==> config.mk <==
export PLATFORM = sky130hd
export DESIGN_NAME = uart_fifo_core
export DESIGN_NICKNAME = d
export VERILOG_FILES = /design/src/rtl/uart_fifo_core_pkg.sv /design/src/rtl/uart_sync_fifo.sv /design/src/rtl/uart_fifo_core.sv
export SDC_FILE = /design/constraint.sdc
export NUM_CORES = 1
export LEC_CHECK = 0
export CAP_MARGIN = 20
export CORE_MARGIN = 3
export CORE_UTILIZATION = 36
export DETAILED_ROUTE_END_ITERATION = 7
export GPL_TIMING_DRIVEN = 1
export PLACE_DENSITY = 0.59
export RECOVER_POWER = 25
export SLEW_MARGIN = 20
export SYNTH_ARGS = -nofsm -noshare
export SYNTH_HDL_FRONTEND = slang
export SYNTH_SLANG_ARGS = --single-unit
==> constraint.sdc <==
create_clock -name clk -period 8.4 [get_ports clk]
set_clock_uncertainty 0.05 [all_clocks]
set_input_delay 0.84 -clock clk [delete_from_list [all_inputs] [get_ports clk]]
set_output_delay 0.84 -clock clk [all_outputs]
set_load 0.01 [all_outputs]
==> src/rtl/uart_fifo_core_pkg.sv <==
// Shared encodings and oversampling constants for the
// uart_fifo_core UART and its FIFOs.
package uart_fifo_core_pkg;

  typedef enum logic [1:0] {
    PM_NONE  = 2'b00,
    PM_EVEN  = 2'b01,
    PM_ODD   = 2'b10,
    PM_NONE2 = 2'b11
  } parity_mode_e;

  typedef enum logic [2:0] {
    ST_IDLE,
    ST_START,
    ST_DATA,
    ST_PARITY,
    ST_STOP
  } uart_state_e;

  localparam int unsigned OS_TICKS = 16;
  localparam int unsigned MID_TICK = 7;

  function automatic logic par_en(input logic [1:0] pm);
    return (pm == PM_EVEN) || (pm == PM_ODD);
  endfunction

endpackage

==> src/rtl/uart_sync_fifo.sv <==
// Synchronous FIFO, registered flags, first-word
// fall-through read port (reads 0 while empty).
module uart_sync_fifo #(
  parameter int DATA_WIDTH = 8,
  parameter int FIFO_AW    = 4
) (
  input  logic                  clk,
  input  logic                  reset,
  input  logic                  wr,
  input  logic [DATA_WIDTH-1:0] wdata,
  input  logic                  rd,
  output logic [DATA_WIDTH-1:0] rdata,
  output logic                  full,
  output logic                  empty
);

  logic [DATA_WIDTH-1:0] mem_q [2**FIFO_AW];
  logic [FIFO_AW:0] wp_q, wp_d;
  logic [FIFO_AW:0] rp_q, rp_d;
  logic full_q, full_d;
  logic empty_q, empty_d;
  logic do_wr, do_rd;

  always_comb begin
    do_rd = rd && !empty_q;
    do_wr = wr && (!full_q || do_rd);
    wp_d  = wp_q;
    rp_d  = rp_q;
    if (do_wr) wp_d = wp_q + 1'b1;
    if (do_rd) rp_d = rp_q + 1'b1;
    empty_d = (wp_d == rp_d);
    full_d  = (wp_d[FIFO_AW] != rp_d[FIFO_AW]) &&
              (wp_d[FIFO_AW-1:0] == rp_d[FIFO_AW-1:0]);
  end

  always_ff @(posedge clk or negedge reset) begin
    if (!reset) begin
      wp_q    <= '0;
      rp_q    <= '0;
      full_q  <= 1'b0;
      empty_q <= 1'b1;
    end else begin
      wp_q    <= wp_d;
      rp_q    <= rp_d;
      full_q  <= full_d;
      empty_q <= empty_d;
    end
  end

  always_ff @(posedge clk) begin
    if (do_wr) mem_q[wp_q[FIFO_AW-1:0]] <= wdata;
  end

  assign rdata = empty_q ? '0 : mem_q[rp_q[FIFO_AW-1:0]];
  assign full  = full_q;
  assign empty = empty_q;

endmodule

==> src/rtl/uart_fifo_core.sv <==
// Full-duplex 16x-oversampled UART with TX/RX FIFOs,
// runtime divisor and parity, sticky error flags.
module uart_fifo_core
  import uart_fifo_core_pkg::*;
#(
  parameter int DATA_WIDTH = 8,
  parameter int SB_TICK    = 16,
  parameter int DVSR_W     = 16,
  parameter int FIFO_AW    = 4
) (
  input  logic                  clk,
  input  logic                  reset,
  input  logic [DVSR_W-1:0]     dvsr,
  input  logic [1:0]            parity_mode,
  input  logic                  rx,
  output logic                  tx,
  input  logic [DATA_WIDTH-1:0] tx_data,
  input  logic                  tx_wr,
  output logic                  tx_full,
  output logic                  tx_empty,
  output logic                  tx_busy,
  output logic [DATA_WIDTH-1:0] rx_data,
  input  logic                  rx_rd,
  output logic                  rx_empty,
  output logic                  rx_full,
  output logic                  parity_err,
  output logic                  frame_err,
  output logic                  overrun_err,
  input  logic                  err_clr
);

  localparam int S_W = 6;
  localparam int N_W = 4;

  logic [DVSR_W-1:0] cnt_q, cnt_d, lim_q, lim_d;
  logic tick;
  logic [1:0] sync_q;
  logic rx_s;

  // Divisor is latched into lim_q only at wrap.
  always_comb begin
    tick  = (cnt_q == lim_q);
    cnt_d = tick ? '0 : cnt_q + 1'b1;
    lim_d = tick ? dvsr : lim_q;
  end

  always_ff @(posedge clk or negedge reset) begin
    if (!reset) begin
      cnt_q  <= '0;
      lim_q  <= '0;
      sync_q <= 2'b11;
    end else begin
      cnt_q  <= cnt_d;
      lim_q  <= lim_d;
      sync_q <= {sync_q[0], rx};
    end
  end

  assign rx_s = sync_q[1];

  uart_state_e rx_st_q;
  logic [S_W-1:0] rx_s_q;
  logic [N_W-1:0] rx_n_q;
  logic [DATA_WIDTH-1:0] rx_b_q;
  logic [1:0] rx_pm_q;
  logic rx_par_q, rx_done_q, rx_stop_q;

  always_ff @(posedge clk or negedge reset) begin
    if (!reset) begin
      rx_st_q   <= ST_IDLE;
      rx_s_q    <= '0;
      rx_n_q    <= '0;
      rx_b_q    <= '0;
      rx_pm_q   <= '0;
      rx_par_q  <= 1'b0;
      rx_done_q <= 1'b0;
      rx_stop_q <= 1'b0;
    end else begin
      rx_done_q <= 1'b0;
      unique case (rx_st_q)
        ST_IDLE: if (!rx_s) begin
          rx_st_q <= ST_START;
          rx_s_q  <= '0;
          rx_pm_q <= parity_mode;
        end
        ST_START: if (tick) begin
          if (rx_s_q == S_W'(MID_TICK)) begin
            rx_s_q  <= '0;
            rx_n_q  <= '0;
            rx_st_q <= rx_s ? ST_IDLE : ST_DATA;
          end else rx_s_q <= rx_s_q + 1'b1;
        end
        ST_DATA: if (tick) begin
          if (rx_s_q == S_W'(OS_TICKS - 1)) begin
            rx_s_q <= '0;
            rx_b_q <= {rx_s, rx_b_q[DATA_WIDTH-1:1]};
            if (rx_n_q == N_W'(DATA_WIDTH - 1))
              rx_st_q <= par_en(rx_pm_q) ? ST_PARITY : ST_STOP;
            else rx_n_q <= rx_n_q + 1'b1;
          end else rx_s_q <= rx_s_q + 1'b1;
        end
        ST_PARITY: if (tick) begin
          if (rx_s_q == S_W'(OS_TICKS - 1)) begin
            rx_s_q   <= '0;
            rx_par_q <= rx_s;
            rx_st_q  <= ST_STOP;
          end else rx_s_q <= rx_s_q + 1'b1;
        end
        ST_STOP: if (tick) begin
          if (rx_s_q == S_W'(SB_TICK - 1)) begin
            rx_done_q <= 1'b1;
            rx_stop_q <= rx_s;
            rx_st_q   <= ST_IDLE;
          end else rx_s_q <= rx_s_q + 1'b1;
        end
        default: rx_st_q <= ST_IDLE;
      endcase
    end
  end

  logic rx_push, rx_pmis, ovr_set;
  logic perr_q, perr_d, ferr_q, ferr_d, oerr_q, oerr_d;

  // Error sets are applied after the clear so a coincident event wins.
  always_comb begin
    rx_push = rx_done_q && rx_stop_q;
    rx_pmis = par_en(rx_pm_q) &&
              (rx_par_q != ((^rx_b_q) ^ (rx_pm_q == PM_ODD)));
    ovr_set = rx_push && rx_full && !rx_rd;
    perr_d  = err_clr ? 1'b0 : perr_q;
    ferr_d  = err_clr ? 1'b0 : ferr_q;
    oerr_d  = err_clr ? 1'b0 : oerr_q;
    if (rx_push && rx_pmis) perr_d = 1'b1;
    if (rx_done_q && !rx_stop_q) ferr_d = 1'b1;
    if (ovr_set) oerr_d = 1'b1;
  end

  always_ff @(posedge clk or negedge reset) begin
    if (!reset) begin
      perr_q <= 1'b0;
      ferr_q <= 1'b0;
      oerr_q <= 1'b0;
    end else begin
      perr_q <= perr_d;
      ferr_q <= ferr_d;
      oerr_q <= oerr_d;
    end
  end

  uart_sync_fifo #(.DATA_WIDTH(DATA_WIDTH), .FIFO_AW(FIFO_AW)) u_rx_fifo (
    .clk   (clk),
    .reset (reset),
    .wr    (rx_push),
    .wdata (rx_b_q),
    .rd    (rx_rd),
    .rdata (rx_data),
    .full  (rx_full),
    .empty (rx_empty)
  );

  uart_state_e tx_st_q;
  logic [S_W-1:0] tx_s_q;
  logic [N_W-1:0] tx_n_q;
  logic [DATA_WIDTH-1:0] tx_b_q, tx_head;
  logic [1:0] tx_pm_q;
  logic tx_par_q, tx_q, tx_busy_q;
  logic tx_last, tx_pop;

  // Frames start on a tick so every bit is exactly 16 ticks long.
  always_comb begin
    tx_last = (tx_st_q == ST_STOP) && tick &&
              (tx_s_q == S_W'(SB_TICK - 1));
    tx_pop  = !tx_empty && tick &&
              ((tx_st_q == ST_IDLE) || tx_last);
  end

  always_ff @(posedge clk or negedge reset) begin
    if (!reset) begin
      tx_st_q   <= ST_IDLE;
      tx_s_q    <= '0;
      tx_n_q    <= '0;
      tx_b_q    <= '0;
      tx_pm_q   <= '0;
      tx_par_q  <= 1'b0;
      tx_q      <= 1'b1;
      tx_busy_q <= 1'b0;
    end else if (tx_pop) begin
      tx_st_q   <= ST_START;
      tx_s_q    <= '0;
      tx_b_q    <= tx_head;
      tx_pm_q   <= parity_mode;
      tx_par_q  <= (^tx_head) ^ (parity_mode == PM_ODD);
      tx_q      <= 1'b0;
      tx_busy_q <= 1'b1;
    end else begin
      unique case (tx_st_q)
        ST_IDLE: tx_q <= 1'b1;
        ST_START: if (tick) begin
          if (tx_s_q == S_W'(OS_TICKS - 1)) begin
            tx_s_q  <= '0;
            tx_n_q  <= '0;
            tx_q    <= tx_b_q[0];
            tx_st_q <= ST_DATA;
          end else tx_s_q <= tx_s_q + 1'b1;
        end
        ST_DATA: if (tick) begin
          if (tx_s_q == S_W'(OS_TICKS - 1)) begin
            tx_s_q <= '0;
            if (tx_n_q == N_W'(DATA_WIDTH - 1)) begin
              tx_st_q <= par_en(tx_pm_q) ? ST_PARITY : ST_STOP;
              tx_q    <= par_en(tx_pm_q) ? tx_par_q : 1'b1;
            end else begin
              tx_n_q <= tx_n_q + 1'b1;
              tx_b_q <= tx_b_q >> 1;
              tx_q   <= tx_b_q[1];
            end
          end else tx_s_q <= tx_s_q + 1'b1;
        end
        ST_PARITY: if (tick) begin
          if (tx_s_q == S_W'(OS_TICKS - 1)) begin
            tx_s_q  <= '0;
            tx_q    <= 1'b1;
            tx_st_q <= ST_STOP;
          end else tx_s_q <= tx_s_q + 1'b1;
        end
        ST_STOP: if (tick) begin
          if (tx_last) begin
            tx_st_q   <= ST_IDLE;
            tx_busy_q <= 1'b0;
          end else tx_s_q <= tx_s_q + 1'b1;
        end
        default: tx_st_q <= ST_IDLE;
      endcase
    end
  end

  uart_sync_fifo #(.DATA_WIDTH(DATA_WIDTH), .FIFO_AW(FIFO_AW)) u_tx_fifo (
    .clk   (clk),
    .reset (reset),
    .wr    (tx_wr),
    .wdata (tx_data),
    .rd    (tx_pop),
    .rdata (tx_head),
    .full  (tx_full),
    .empty (tx_empty)
  );

  assign tx          = tx_q;
  assign tx_busy     = tx_busy_q;
  assign parity_err  = perr_q;
  assign frame_err   = ferr_q;
  assign overrun_err = oerr_q;

endmodule
==> report_table.html <==
<table>
<tr><th>Metric</th><th>Value</th></tr>
<tr><th colspan="2">Run status</th></tr>
<tr><td>Result of the run</td><td>finished, violations left</td></tr>
<tr><td>Violations in the final reports</td><td>max-capacitance violations, max-slew violations</td></tr>
<tr><th colspan="2">Yosys</th></tr>
<tr><td>Netlist Area Pre-Place</td><td>0.0157 mm²</td></tr>
<tr><td>Xor and xnor fraction of the mapped netlist area</td><td>4.39%</td></tr>
<tr><td>Fraction of synthesized area in multiplexers</td><td>11.9%</td></tr>
<tr><td>Largest family of logic cells by synthesized area</td><td>multiplexers</td></tr>
<tr><td>Post-synthesis share of cell area spent on and, or, nand and nor gates</td><td>8.67%</td></tr>
<tr><td>FF+latch count, synth</td><td>369</td></tr>
<tr><td>Most used DFF post-synth</td><td>sky130_fd_sc_hd__edfxtp_1</td></tr>
<tr><td>Most area-hungry cell type in the Yosys netlist</td><td>sky130_fd_sc_hd__edfxtp_1</td></tr>
<tr><td>Largest cells by area after synthesis</td><td>sky130_fd_sc_hd__edfxtp_1, sky130_fd_sc_hd__dfrtp_1, sky130_fd_sc_hd__mux4_2</td></tr>
<tr><td>Ys async rst share</td><td>30.6%</td></tr>
<tr><td>Number of warnings issued by yosys</td><td>0</td></tr>
<tr><td>Sequential-to-total area share from yosys stat</td><td>66.9%</td></tr>
<tr><td>Syn Area/Cell</td><td>15.0 µm²</td></tr>
<tr><td>Complex-gate fraction of the synthesized area</td><td>4.92%</td></tr>
<tr><td>Distinct cells, synth</td><td>59</td></tr>
<tr><td>Synth Area in Adders</td><td>1.27%</td></tr>
<tr><td>Post-synth EDFFs</td><td>256</td></tr>
<tr><td>Synthesized netlist net count</td><td>1,097</td></tr>
<tr><td>Synth Instances</td><td>1,049</td></tr>
<tr><td>Yosys top cell area share</td><td>48.9%</td></tr>
<tr><th colspan="2">Clock tree</th></tr>
<tr><td>Max clock buf depth</td><td>3</td></tr>
<tr><td>Later-pin clock latency in the skew report</td><td>0.57 ns</td></tr>
<tr><td>H-tree lvl count</td><td>2</td></tr>
<tr><td>PostCTS Resize Cnt</td><td>0</td></tr>
<tr><td>CTS Hold Buffers Added</td><td>0</td></tr>
<tr><td>Buffer type at the clock tree root</td><td>sky130_fd_sc_hd__clkbuf_16</td></tr>
<tr><td>Number of buffers inserted to repair setup after CTS</td><td>0</td></tr>
<tr><td>Clock transition at path regs</td><td>0.06 ns</td></tr>
<tr><td>Num Clock Sinks</td><td>369</td></tr>
<tr><td>TritonCTS Buffers</td><td>42</td></tr>
<tr><td>TritonCTS clock tree</td><td>done</td></tr>
<tr><th colspan="2">Floorplan</th></tr>
<tr><td>Width of the die</td><td>215 µm</td></tr>
<tr><td>Area of the die</td><td>0.0462 mm²</td></tr>
<tr><td>I/O pin total</td><td>49</td></tr>
<tr><td>Site Rows</td><td>75</td></tr>
<tr><td>Initial standard-cell utilization of the core</td><td>37.0%</td></tr>
<tr><td>Die Ht</td><td>215 µm</td></tr>
<tr><td>Area of the core</td><td>0.0425 mm²</td></tr>
<tr><th colspan="2">Min path</th></tr>
<tr><td>Sink of the worst hold path</td><td>sync_q[1]</td></tr>
<tr><td>Hold WC Path Type</td><td>reg -&gt; reg</td></tr>
<tr><td>Startpoint of the lowest-slack hold path</td><td>sync_q[0]</td></tr>
<tr><td>Hold Path Stages</td><td>0</td></tr>
<tr><th colspan="2">Worst setup path</th></tr>
<tr><td>Path type of the worst setup path</td><td>reg -&gt; out</td></tr>
<tr><td>Critical Path Most Common Cell</td><td>sky130_fd_sc_hd__mux4_2</td></tr>
<tr><td>Reg2Reg Capture Point</td><td>u_tx_fifo.empty</td></tr>
<tr><td>Type of element capturing the critical path</td><td>primary output</td></tr>
<tr><td>Worst setup SP type</td><td>flip-flop</td></tr>
<tr><td>Startpoint of the worst-slack reg-to-reg timing path</td><td>cnt_q[3]</td></tr>
<tr><td>CP Max Fanout</td><td>35</td></tr>
<tr><td>Depth of the worst register-to-register path</td><td>9</td></tr>
<tr><td>Required time at the worst-slack endpoint</td><td>7.51 ns</td></tr>
<tr><td>Stages on the worst setup path</td><td>4</td></tr>
<tr><td>Worst setup slack for register-to-register paths</td><td>4.51 ns</td></tr>
<tr><td>Data arrival time at the worst-slack endpoint</td><td>3.22 ns</td></tr>
<tr><td>Critical-path cell list</td><td>mux4_2, mux4_2, nor2b_1, clkdlybuf4s50_1</td></tr>
<tr><td>Largest delay share family, worst path</td><td>multiplexers</td></tr>
<tr><td>Delay of the slowest cell on the worst path</td><td>0.87 ns</td></tr>
<tr><td>Worst path bufs/invs</td><td>1</td></tr>
<tr><td>Critical-path cell with the highest stage delay</td><td>sky130_fd_sc_hd__dfrtp_4</td></tr>
<tr><th colspan="2">Detailed routing</th></tr>
<tr><td>Via total after detailed routing</td><td>8,755</td></tr>
<tr><td>Total wirelength of the detailed-routed design</td><td>33.0 mm</td></tr>
<tr><td>Count of unresolved DRC violations after routing</td><td>0</td></tr>
<tr><td>Pre-Repair DR Iteration Count</td><td>5</td></tr>
<tr><td>Detail Route Antenna Nets</td><td>0</td></tr>
<tr><td>Avg WL per Cell</td><td>19.2 µm</td></tr>
<tr><td>Routed vias/inst</td><td>5.10</td></tr>
<tr><td>Iteration-0 DRC Markers</td><td>604</td></tr>
<tr><th colspan="2">Placement</th></tr>
<tr><td>Global placer's final weighted congestion</td><td>0.786</td></tr>
<tr><td>Placed cells</td><td>1,639</td></tr>
<tr><td>Detailed Place HPWL</td><td>21.2 mm</td></tr>
<tr><td>I/O Buffers</td><td>48</td></tr>
<tr><th colspan="2">STA</th></tr>
<tr><td>Sum Neg Setup Slack</td><td>0 ns</td></tr>
<tr><td>Final critical-path share of the clock period</td><td>49.0%</td></tr>
<tr><td>Final Critical Period</td><td>4.11 ns</td></tr>
<tr><td>Maximum achievable frequency</td><td>0.243 GHz</td></tr>
<tr><td>Setup-violating endpoint count in the final report</td><td>0</td></tr>
<tr><td>Max-slew headroom</td><td>-54.5%</td></tr>
<tr><td>Unrepaired setup endpoints after global routing</td><td>false</td></tr>
<tr><td>Slew at the pin with the worst max-slew slack</td><td>2.32 ns</td></tr>
<tr><td>Max Slew Vio Count</td><td>44</td></tr>
<tr><td>Final Hold Viols</td><td>0</td></tr>
<tr><th colspan="2">Layout</th></tr>
<tr><td>Final-stage net count</td><td>1,154</td></tr>
<tr><td>Final antenna diode count</td><td>0</td></tr>
<tr><td>Number of standard cells in the layout, taps in and fillers out</td><td>1,716</td></tr>
<tr><td>Filler cell count in the final layout</td><td>3,814</td></tr>
<tr><td>Synth-to-Final Area Change</td><td>15.6%</td></tr>
<tr><td>Share of cells above drive strength 1</td><td>14.1%</td></tr>
<tr><td>Most frequent cells in the layout</td><td>sky130_fd_sc_hd__edfxtp_1, sky130_fd_sc_hd__nand2_1, sky130_fd_sc_hd__dfrtp_1</td></tr>
<tr><td>Commonest non-fill, non-tap cell in the layout</td><td>sky130_fd_sc_hd__edfxtp_1</td></tr>
<tr><th colspan="2">GRT</th></tr>
<tr><td>Total overflow reported by the global router</td><td>0</td></tr>
<tr><td>Initial antenna violation count</td><td>0</td></tr>
<tr><td>Number of global-route vias before repair</td><td>8,966</td></tr>
<tr><td>First-pass GRT wire length</td><td>52.6 mm</td></tr>
<tr><td>Maximum number of pins on one net before global-route repair</td><td>72</td></tr>
<tr><td>Overall routing resource usage</td><td>14.4%</td></tr>
<tr><th colspan="2">Power and ir drop</th></tr>
<tr><td>Cell area power density</td><td>241 mW/mm²</td></tr>
<tr><td>Maximum vdd drop</td><td>181 µV</td></tr>
<tr><td>Leakage power total</td><td>6.76 nW</td></tr>
<tr><th colspan="2">Job</th></tr>
<tr><td>Reported max-cap violation count</td><td>1</td></tr>
</table>
==> cells in the mapped netlist (15+ instances only) <==
master and number:
sky130_fd_sc_hd__mux2i_1 30, sky130_fd_sc_hd__mux2_2 19, sky130_fd_sc_hd__nand2_1 108, sky130_fd_sc_hd__xnor2_1 31
sky130_fd_sc_hd__inv_1 28, sky130_fd_sc_hd__and2_1 15, sky130_fd_sc_hd__xor2_1 40, sky130_fd_sc_hd__edfxtp_1 256
sky130_fd_sc_hd__nor2_1 66, sky130_fd_sc_hd__clkbuf_1 33, sky130_fd_sc_hd__dfrtp_1 108, sky130_fd_sc_hd__ha_1 16
sky130_fd_sc_hd__mux4_2 60, sky130_fd_sc_hd__o21ai_0 29, sky130_fd_sc_hd__a21oi_1 22, sky130_fd_sc_hd__nand3_1 22
==> layer usage <==
layer	GRT usage, %	vias up	part of all wire (%)
li1	-	4056	-
met1	20.0	4449	45
met2	23.3	198	49
met3	2.47	52	4.1
met4	4.72	0	2.3
met5	0	-	0
==> kinds of logic after synthesis <==
logic type | after synthesis
muxes | 109
adders and majority gates | 16
DFF | 369
xor gates and xnor gates | 74
AOI/OAI and AO/OA | 118
buffers and inverters | 74
and+or+nand+nor | 289
==> registers in the layout, summed over array words and instances (netlist names), 5 cells and up <==
signal           count
rx_s_q               6
rx_b_q               8
tx_s_q               6
u_rx_fifo.wp_q       5
u_tx_fifo.mem_q    128
lim_q               16
u_tx_fifo.wp_q       5
cnt_q               16
u_rx_fifo.mem_q    128
u_rx_fifo.rp_q       5
tx_b_q               8
u_tx_fifo.rp_q       5
==> worst max path at each step <==
stage          slack (ns)          to               from
2_1_floorplan        5.15  rx_data[0]  u_rx_fifo.rp_q[0]
3_3_place_gp         4.49  rx_data[5]  u_rx_fifo.rp_q[0]
3_5_place_dp         4.49    tx_par_q  u_tx_fifo.rp_q[0]
4_1_cts              4.19  rx_data[5]  u_rx_fifo.rp_q[0]
5_1_grt              4.12  rx_data[6]  u_rx_fifo.rp_q[0]
6_report             4.29  rx_data[3]  u_rx_fifo.rp_q[0]
==> cell type report <==
type                            count  area [µm²]  area share [%]
Clock buffer                       62        1180            6.47
Clock inverter                     15         194            1.07
Inverter                           29         109           0.599
Multi-Input combinational cell    606        4890            26.9
Sequential cell                   369       10500            57.9
Tap cell                          577         722            3.97
Timing Repair Buffer               58         549            3.02
==> through the flow <==
step           hold WS (ns)  util, %  power (mW)  cell area, µm²  worst slack, ns
2_1_floorplan         0.295        -        2.46           15700             5.15
3_3_place_gp          0.296     39.5        2.61           16800             4.49
3_5_place_dp          0.298     39.5        2.62           16800             4.49
4_1_cts               0.211     42.8        4.44           18200             4.19
5_1_grt               0.307     42.7        4.55           18200             4.12
6_report              0.305     42.7        4.38           18200             4.29
==> report_power, final <==
group / internal, mW / switching (mW)
logic: 0.196 / 0.208
clock network: 1.07 / 0.737
registers: 2.04 / 0.127
Note: power is estimated with default switching activity, not from simulation.
